File: config.mk
export PLATFORM = sky130hd
export DESIGN_NAME = ltpi_tx_frame_scheduler
export DESIGN_NICKNAME = d
export VERILOG_FILES = /design/src/rtl/ltpi_tx_sched_pkg.sv /design/src/rtl/ltpi_tx_sched_crc8.sv /design/src/rtl/ltpi_tx_frame_scheduler.sv
export SDC_FILE = /design/constraint.sdc
export NUM_CORES = 1
export LEC_CHECK = 0
export BUFFER_PORTS_ARGS = -buffer_cell sky130_fd_sc_hd__buf_2
export CAP_MARGIN = 15
export CORE_AREA = 2 2 164 166
export DETAILED_ROUTE_END_ITERATION = 12
export DIE_AREA = 0 0 166 168
export GPL_TIMING_DRIVEN = 0
export SLEW_MARGIN = 0
export SYNTH_ARGS = -nofsm -noshare
export SYNTH_HDL_FRONTEND = slang
export SYNTH_SLANG_ARGS = --single-unit
File: constraint.sdc
create_clock -name clk -period 2.8 [get_ports clk]
set_input_delay 0.28 -clock clk [delete_from_list [all_inputs] [get_ports clk]]
set_output_delay 0.28 -clock clk [all_outputs]
set_load 0.03 [all_outputs]
File: src/rtl/ltpi_tx_sched_pkg.sv
// ltpi_tx_sched_pkg
// Shared types and constants for the LTPI TX frame scheduler:
//   src_e        - frame source reported on tx_src (IDLE/TRN/DATA/DFLT)
//   state_e      - scheduler state (IDLE/SEND)
//   COMMA_K28_5  - K28.5 comma placed in byte 0 of every frame
//   FRAME_BYTES  - symbols per frame
//   CRC8_POLY    - CRC-8 generator polynomial (x^8+x^2+x+1)
//   crc8_update  - folds one byte into a running MSB-first CRC-8
// Used by the optional CRC path (LTPI_TX_CRC_EN).
package ltpi_tx_sched_pkg;

  typedef enum logic [1:0] {
    SRC_IDLE = 2'd0,
    SRC_TRN  = 2'd1,
    SRC_DATA = 2'd2,
    SRC_DFLT = 2'd3
  } src_e;

  typedef enum logic {
    ST_IDLE,
    ST_SEND
  } state_e;

  localparam logic [7:0]  COMMA_K28_5 = 8'hBC;
  localparam int unsigned FRAME_BYTES = 16;
  localparam logic [7:0]  CRC8_POLY   = 8'h07;

  function automatic logic [7:0] crc8_update(input logic [7:0] crc_in,
                                             input logic [7:0] data);
    logic [7:0] c;
    c = crc_in ^ data;
    for (int unsigned b = 0; b < 8; b++) begin
      c = c[7] ? ((c << 1) ^ CRC8_POLY) : (c << 1);
    end
    return c;
  endfunction

endpackage

File: src/rtl/ltpi_tx_sched_crc8.sv
// ltpi_tx_sched_crc8
// Combinational CRC-8 (poly 0x07, init 0x00, no reflection, no final XOR)
// over the 14 payload bytes of a frame. Only instantiated when
// LTPI_TX_CRC_EN is defined.
//   bytes_in  in  112  payload; frame byte 1 at [7:0], byte 14 at [111:104]
//   crc       out 8    CRC over bytes 1..14, byte 1 first
module ltpi_tx_sched_crc8
  import ltpi_tx_sched_pkg::*;
(
  input  logic [8*(FRAME_BYTES-2)-1:0] bytes_in,
  output logic [7:0]                   crc
);

  always_comb begin
    crc = '0;
    for (int unsigned i = 0; i < FRAME_BYTES - 2; i++) begin
      crc = crc8_update(crc, bytes_in[8*i +: 8]);
    end
  end

endmodule

File: src/rtl/ltpi_tx_frame_scheduler.sv
// ltpi_tx_frame_scheduler
// Arbitrates between training, data-channel and default-IO frame sources and
// serialises the winning 16-byte frame, one symbol per accepted cycle, to the
// 8b/10b PHY TX. Byte 0 is always the K28.5 comma. Frames run back-to-back.
// Optional feature: define LTPI_TX_CRC_EN to replace byte 15 with a CRC-8
// over bytes 1..14 (computed when the frame is latched).
// Ports:
//   clk, reset            symbol clock, synchronous active-high reset
//   enable                start/continue the frame stream
//   link_operational      0 = training mode, 1 = operational mode
//   trn_valid/trn_ready   training frame handshake, trn_frame (128)
//   data_valid/data_ready data-channel frame handshake, data_frame (128)
//   dflt_frame (128)      default IO frame, always available
//   tx_ready              PHY accepts the current symbol
//   tx_data/tx_k/tx_valid symbol byte, K flag, valid
//   tx_frame_start        high while byte 0 is presented
//   tx_src                0 idle, 1 trn, 2 data, 3 dflt
//   frame_cnt             completed frames, wraps
module ltpi_tx_frame_scheduler #(
  parameter int unsigned FRAME_BYTES     = 16,
  parameter int unsigned DATA_MAX_CONSEC = 3
) (
  input  logic         clk,
  input  logic         reset,
  input  logic         enable,
  input  logic         link_operational,
  input  logic         trn_valid,
  output logic         trn_ready,
  input  logic [127:0] trn_frame,
  input  logic         data_valid,
  output logic         data_ready,
  input  logic [127:0] data_frame,
  input  logic [127:0] dflt_frame,
  input  logic         tx_ready,
  output logic [7:0]   tx_data,
  output logic         tx_k,
  output logic         tx_valid,
  output logic         tx_frame_start,
  output logic [1:0]   tx_src,
  output logic [15:0]  frame_cnt
);
  import ltpi_tx_sched_pkg::*;

  localparam logic [3:0] LAST_BYTE  = 4'(FRAME_BYTES - 1);
  localparam logic [3:0] CONSEC_MAX = 4'(DATA_MAX_CONSEC);

  state_e       state;
  logic [127:0] frame_q;
  logic [3:0]   byte_cnt;
  logic [3:0]   consec;

  logic         last_accept;
  logic         sel;
  src_e         grant;
  logic [127:0] grant_frame;
  logic [3:0]   next_cnt;
  logic [7:0]   next_byte;

  assign last_accept = (state == ST_SEND) && tx_valid && tx_ready && (byte_cnt == LAST_BYTE);
  // Selection: idle and enabled, or the last byte leaves while still enabled.
  assign sel = !reset && enable && ((state == ST_IDLE) || last_accept);

  always_comb begin
    grant       = SRC_IDLE;
    grant_frame = '0;
    if (!link_operational) begin
      if (trn_valid) begin
        grant       = SRC_TRN;
        grant_frame = trn_frame;
      end
    end else if (data_valid && (consec < CONSEC_MAX)) begin
      grant       = SRC_DATA;
      grant_frame = data_frame;
    end else begin
      grant       = SRC_DFLT;
      grant_frame = dflt_frame;
    end
  end

  assign trn_ready  = sel && (grant == SRC_TRN);
  assign data_ready = sel && (grant == SRC_DATA);
  assign next_cnt   = byte_cnt + 4'd1;

`ifdef LTPI_TX_CRC_EN
  logic [7:0] crc_calc;
  logic [7:0] crc_q;

  ltpi_tx_sched_crc8 u_crc8 (
    .bytes_in (grant_frame[119:8]),
    .crc      (crc_calc)
  );

  always_ff @(posedge clk) begin
    if (reset) begin
      crc_q <= '0;
    end else if (sel) begin
      crc_q <= crc_calc;
    end
  end

  assign next_byte = (next_cnt == LAST_BYTE) ? crc_q : frame_q[{next_cnt, 3'b000} +: 8];
`else
  assign next_byte = frame_q[{next_cnt, 3'b000} +: 8];
`endif

  always_ff @(posedge clk) begin
    if (reset) begin
      state          <= ST_IDLE;
      frame_q        <= '0;
      byte_cnt       <= '0;
      consec         <= '0;
      tx_data        <= '0;
      tx_k           <= 1'b0;
      tx_valid       <= 1'b0;
      tx_frame_start <= 1'b0;
      tx_src         <= '0;
      frame_cnt      <= '0;
    end else begin
      if (!link_operational) begin
        consec <= '0;
      end

      if (sel) begin
        state          <= ST_SEND;
        frame_q        <= grant_frame;
        byte_cnt       <= '0;
        tx_data        <= COMMA_K28_5;
        tx_k           <= 1'b1;
        tx_valid       <= 1'b1;
        tx_frame_start <= 1'b1;
        tx_src         <= grant;
        if (link_operational) begin
          consec <= (grant == SRC_DATA) ? consec + 4'd1 : '0;
        end
      end else if ((state == ST_SEND) && tx_valid && tx_ready) begin
        if (byte_cnt == LAST_BYTE) begin
          state          <= ST_IDLE;
          byte_cnt       <= '0;
          tx_data        <= '0;
          tx_k           <= 1'b0;
          tx_valid       <= 1'b0;
          tx_frame_start <= 1'b0;
          tx_src         <= '0;
        end else begin
          byte_cnt       <= next_cnt;
          tx_data        <= next_byte;
          tx_k           <= 1'b0;
          tx_frame_start <= 1'b0;
        end
      end

      if (last_accept) begin
        frame_cnt <= frame_cnt + 16'd1;
      end
    end
  end

endmodule

# Yosys cells after proc, flatten, opt, wreduce, memory -nomap -nowiden
# Cells that the tools add are included.
dict set report totals {
  register_bits 164
  latchBits 0
  mem_bits_rw 0
  romBits 0
  inputBits 391
  out_inout_bits 31
  word_cells 53
  n_memories 0
}
dict set report op_classes {
  add_sub_neg 3
  multipliers 0
  div 0
  order_cmp 1
  n_eq_ne 3
  shift 1
  muxes 22
  bitwise_logic 1
  n_reduce_logical 13
}
# operator n
set ops {}
lappend ops {{$mux 128} 3}
lappend ops {{$shiftx 128x8->8} 1}
lappend ops {{$mux 8} 3}
lappend ops {{$mux 4} 5}
lappend ops {{$add 16x1->16 const B} 1}
lappend ops {{$add 4x1->4 const B} 2}
lappend ops {{$mux 2} 4}
lappend ops {{$logic_and 1x1->1} 7}
lappend ops {{$mux 1} 7}
lappend ops {{$eq 4x4->1 const B} 1}
lappend ops {{$lt 4x2->1 const B} 1}
lappend ops {{$reduce_bool 2->1} 2}
lappend ops {{$eq 2x1->1 const B} 1}
lappend ops {{$eq 2x2->1 const B} 1}
lappend ops {{$reduce_and 2->1} 1}
lappend ops {{$reduce_or 2->1} 1}
lappend ops {{$logic_not 1->1} 1}
lappend ops {{$logic_or 1x1->1} 1}
lappend ops {{$not 1->1} 1}

# Logic depth before layout (Yosys ltp)
dict set report depth {
  ltp_word 8
  mapped_depth 9
  mapped_depth_nobuf 6
}

# Least setup slack after synthesis
# OpenSTA, ideal clock, no wires.
dict set report synth_timing {
  kind {reg-to-output}
  start {reg byte_cnt[0]}
  end {out data_ready}
  arrival_ns 1.954
  t_required_ns 2.520
  setup_slack_ns 0.566
  path_stages_with_launch 7
  n_path_buf 1
  cell_sequence {dfxtp_1 > ha_1 > nand4_4 > a21oi_2 > nand2_1 > clkbuf_1 > nor2_1}
}
dict set report synth_via {
  elab_chain_len 5
}
# item line_no
set synth_rtl {}
lappend synth_rtl {{start: declaration} ltpi_tx_frame_scheduler.sv:49} ;# logic [3:0] byte_cnt;
lappend synth_rtl {{start signal: assignment} ltpi_tx_frame_scheduler.sv:145} ;# byte_cnt <= next_cnt;
lappend synth_rtl {{$eq 4x4->1} ltpi_tx_frame_scheduler.sv:59} ;# assign last_accept = (state == ST_SEND) && tx_valid && tx_ready && (byte_cnt == LAST_BYTE);
lappend synth_rtl {{$logic_and 1x1->1} ltpi_tx_frame_scheduler.sv:59}
lappend synth_rtl {{$logic_or 1x1->1} ltpi_tx_frame_scheduler.sv:61} ;# assign sel = !reset && enable && ((state == ST_IDLE) || last_accept);
lappend synth_rtl {{$logic_and 1x1->1} ltpi_tx_frame_scheduler.sv:61}
lappend synth_rtl {{$logic_and 1x1->1} ltpi_tx_frame_scheduler.sv:81} ;# assign data_ready = sel && (grant == SRC_DATA);
lappend synth_rtl {{end: declaration} ltpi_tx_frame_scheduler.sv:31} ;# output logic data_ready,
# Every way passes these cells.

# Worst setup path in the final report
# Ends and elaborated chain as after synthesis.

==> reports/summary.txt <==
GLOBAL ROUTE
------------------------------------------------------------------------------------
Via count of the first global-routing pass ............................        10461
Pin count of the biggest net entering global routing ..................           20
All-Layer GR Usage ....................................................        27.2%
Antenna violations before repair ......................................            1
Global-route wire length before repair ................................ 58500 microns
Remaining global-route overflow .......................................            0

FINISH
------------------------------------------------------------------------------------
Layout Area Growth over Synthesis .....................................        32.3%
Non-Filler Cell Area, Final ...........................................  12800 sq um
Number of nets at the end of the flow .................................         2071
Ratio of cells with drive above 1 in the final layout .................        33.9%
Number of fillers in the final layout .................................         2695

CTS
------------------------------------------------------------------------------------
Clock root buffer ..................................................... sky130_fd_sc_hd__clkbuf_16
Clk Latency, worst-skew pair ..........................................      0.43 ns
CTS tree ..............................................................        built
Maximum buffer depth of the clock tree ................................            2
Worst-path clk slew ...................................................      0.07 ns
# H-tree levels .......................................................            4
Number of sinks handled by clock tree synthesis .......................          164
Clock buffers created by TritonCTS ....................................           17

SYNTHESIS
------------------------------------------------------------------------------------
Most used flip-flop cell after synthesis .............................. sky130_fd_sc_hd__dfxtp_1
Warnings, synthesis ...................................................            0
Synth cell types ......................................................           39
Synthesized area divided by synthesized cell count ....................   7.81 sq um
Post-Synthesis Net Count ..............................................         1629
Number of flops mapped to enable cells by yosys .......................            0
Netlist area before placement .........................................   9640 sq um
Synth async-reset ratio ...............................................           0%
Post-Synthesis Cells ..................................................         1235
Sequential cell area fraction in the yosys report .....................        34.1%
Number of synthesized register bits ...................................          164

PLACED DESIGN
------------------------------------------------------------------------------------
DP Area ...............................................................  12200 sq um
Port bufs .............................................................          420
Weighted congestion at the end of routability-driven global placement .        0.900
Final HPWL DP ......................................................... 31600 microns

ROUTING
------------------------------------------------------------------------------------
DRC violation count after routing .....................................            0
Vias ..................................................................        10837
Routed vias/inst ......................................................         5.34
Detailed-routing iteration count for the pre-antenna-repair pass ......            4
Wire length per cell .................................................. 19.3 microns
Total detailed-routing wirelength ..................................... 39300 microns
Routed Antenna Nets ...................................................            0
Detailed router's first-iteration violation count .....................          741

PWR
------------------------------------------------------------------------------------
Total power density per cell area .....................................  467 nW/um^2
Reg power frac ........................................................        43.0%
Cell Int Power ........................................................      4.15 mW
Combinational share of power ..........................................        20.2%
Portion of total power attributed to the clock network ................        36.7%
Switch share ..........................................................        30.3%
Worst-case vdd ir drop ................................................       411 uV
Static Leakage ........................................................      6.05 nW
Switching power summed over all nets ..................................      1.80 mW

CRITICAL PATH
------------------------------------------------------------------------------------
Required time of the critical path ....................................      2.52 ns
Endpoint type of the worst setup path .................................  output port
Category of the most critical setup path ..............................      reg2out
Arrival @ worst endpoint ..............................................      2.40 ns
Worst Reg2Reg Path Length in Cells ....................................            7
Crit start category ...................................................    flip-flop
Critical Path Fanout Max ..............................................           10

FLOORPLANNING
------------------------------------------------------------------------------------
Height of the die .....................................................  168 microns
Ports placed on the boundary ..........................................          422
Row Count .............................................................           60
DIE WIDTH .............................................................  166 microns
Die outline area ......................................................  27900 sq um
Core footprint ........................................................  26400 sq um
Initial cell density of the core ......................................        36.6%

TIMING
------------------------------------------------------------------------------------
Final Cycle Share .....................................................        95.8%
Minimum period implied by the final worst setup slack .................      2.68 ns
Post-route worst hold slack ...........................................     0.145 ns
Total count of max-transition violations in the final report ..........            0
Count of final setup violators ........................................            0
Final setup skew ......................................................   0.00753 ns
Max-slew headroom at the worst pin ....................................        32.5%
Maximum clock frequency ...............................................      373 MHz
Slew of the pin with the lowest slew margin ...........................      1.01 ns
Final-report hold violation count .....................................            0

MIN PATH
------------------------------------------------------------------------------------
Min-Delay Path Depth ..................................................            3
Class of the most critical hold timing path ...........................       in2reg

STATUS
------------------------------------------------------------------------------------
Outcome ............................................................... finished, final reports clean

RUN
------------------------------------------------------------------------------------
Max_cap viols .........................................................            0

worst max-delay path: stages (launching register included):
cell and delay (ns):
sky130_fd_sc_hd__dfxtp_1 0.44, sky130_fd_sc_hd__ha_2 0.32, sky130_fd_sc_hd__nand4_4 0.22, sky130_fd_sc_hd__a21oi_4 0.26
sky130_fd_sc_hd__nand2_1 0.17, sky130_fd_sc_hd__buf_2 0.26, sky130_fd_sc_hd__nor2_1 0.11, sky130_fd_sc_hd__buf_2 0.20
final cells by class:
type | count | area [sq um] | share of cell area [%]
Tap cell | 341 | 427 | 3.35
Multi-Input combinational cell | 945 | 5800 | 45.4
Clock buffer | 19 | 443 | 3.47
Sequential cell | 164 | 3280 | 25.7
Timing Repair Buffer | 424 | 2130 | 16.7
Buffer | 117 | 542 | 4.25
Antenna cell | 1 | 2.50 | 0.0196
Inverter | 8 | 30.0 | 0.235
Clock inverter | 12 | 98.8 | 0.775
state kept, by name, summed over array words and instances, names as in the netlist:
register        flops
byte_cnt            4
consec              4
frame_cnt          16
frame_q           128
state               1
tx_data             8
tx_frame_start      1
tx_src              2
Yosys cell counts (29+ instances only):
cell type	number	area, sq um
sky130_fd_sc_hd__nand2_1	318	1190
sky130_fd_sc_hd__dfxtp_1	164	3280
sky130_fd_sc_hd__nor2_1	128	480
sky130_fd_sc_hd__nor3_1	94	470
sky130_fd_sc_hd__clkbuf_1	69	259
sky130_fd_sc_hd__mux2i_1	56	561
sky130_fd_sc_hd__a221oi_2	50	751
sky130_fd_sc_hd__a21oi_1	48	240
sky130_fd_sc_hd__and3_1	47	294
sky130_fd_sc_hd__o22ai_1	47	294
sky130_fd_sc_hd__a221oi_1	37	324
sky130_fd_sc_hd__buf_2	29	145
kinds of logic (layout without fill, tap and decap cells):
| logic type | Yosys count | after routing | synth area share [%] |
|---|---|---|---|
| DFF | 164 | 164 | 34.1 |
| AOI/OAI and AO/OA | 213 | 213 | 19.2 |
| adders and majority gates | 3 | 3 | 0.389 |
| buffers and inverters | 126 | 580 | 5.94 |
| other | 0 | 1 | 0 |
| muxes | 80 | 80 | 10.5 |
| and+or+nand+nor | 630 | 630 | 28.2 |
| xor gates and xnor gates | 19 | 19 | 1.80 |
through the flow:
| step | cells | setup TNS (ns) | worst slack [ns] | total power [mW] | utilization, % |
|---|---|---|---|---|---|
| detailed placement | 1997 | 0 | 0.185 | 3.81 | 46.2 |
| floorplan | 1235 | 0 | 0.566 | 3.24 | - |
| finish | 2031 | 0 | 0.117 | 5.96 | 48.4 |
| global route | 2031 | -0.00792 | -0.00792 | 6.22 | 48.4 |
| global placement | 1996 | -0.170 | -0.0868 | 3.79 | 46.2 |
| CTS | 2027 | 0 | 0.00416 | 5.99 | 48.3 |
power groups by stage:
stage / Clock, mW / Sequential, mW / Combinational [mW]
after floorplan: 0 / 2.58 / 0.660
after global placement: 0 / 2.61 / 1.18
after detailed placement: 0 / 2.62 / 1.19
after CTS: 2.22 / 2.56 / 1.20
after global routing: 2.32 / 2.57 / 1.33
final: 2.19 / 2.56 / 1.20
final timing paths:
path | startpoint | end | slack [ns]
worst max-delay path | byte_cnt[0] | data_ready | 0.12
worst min-delay path | data_frame[21] | frame_q[21] | 0.14
worst max register to register | byte_cnt[0] | tx_data[2] | 0.19
worst min register to register | consec[1] | consec[1] | 0.47
routing by layer:
layer,global-route usage (%),vias to the layer above,share of wire [%]
met3,4.70,59,6.0
li1,-,5301,-
met2,48.5,447,49
met5,0,-,0
met4,9.68,0,3.1
met1,32.9,5030,41
cell usage in the layout (no fill, tap or decap), drive strengths merged:
cell        n
buf       473
mux2        8
and2        3
xor2       13
and4        1
o22ai      47
nand2b      1
clkbuf     87
or3         2
clkinv      3
nor2b       6
a221oi     87
o21ai       6
clkinvlp    4
nor4b       1
diode       1
mux2i      56
a31oi       1
nand4      10
a32oi      17
mux4       16
dfxtp     164
nor2      128
a211oi      1
nor3       94
a21oi      49
nand2     318
ha          3
xnor2       6
a22oi       5
nand3      18
and3       47
inv        13
or4b        1
what timing repair did:
item	4_1_cts	5_1_grt
pin swaps	1	1
hold buffers	0	0
endpoints found under the setup margin	1	1
hold endpoints to repair	0	0
gates resized for setup	4	1
buffers inserted	0	3
No activity file was read; power rests on OpenSTA's default activity.
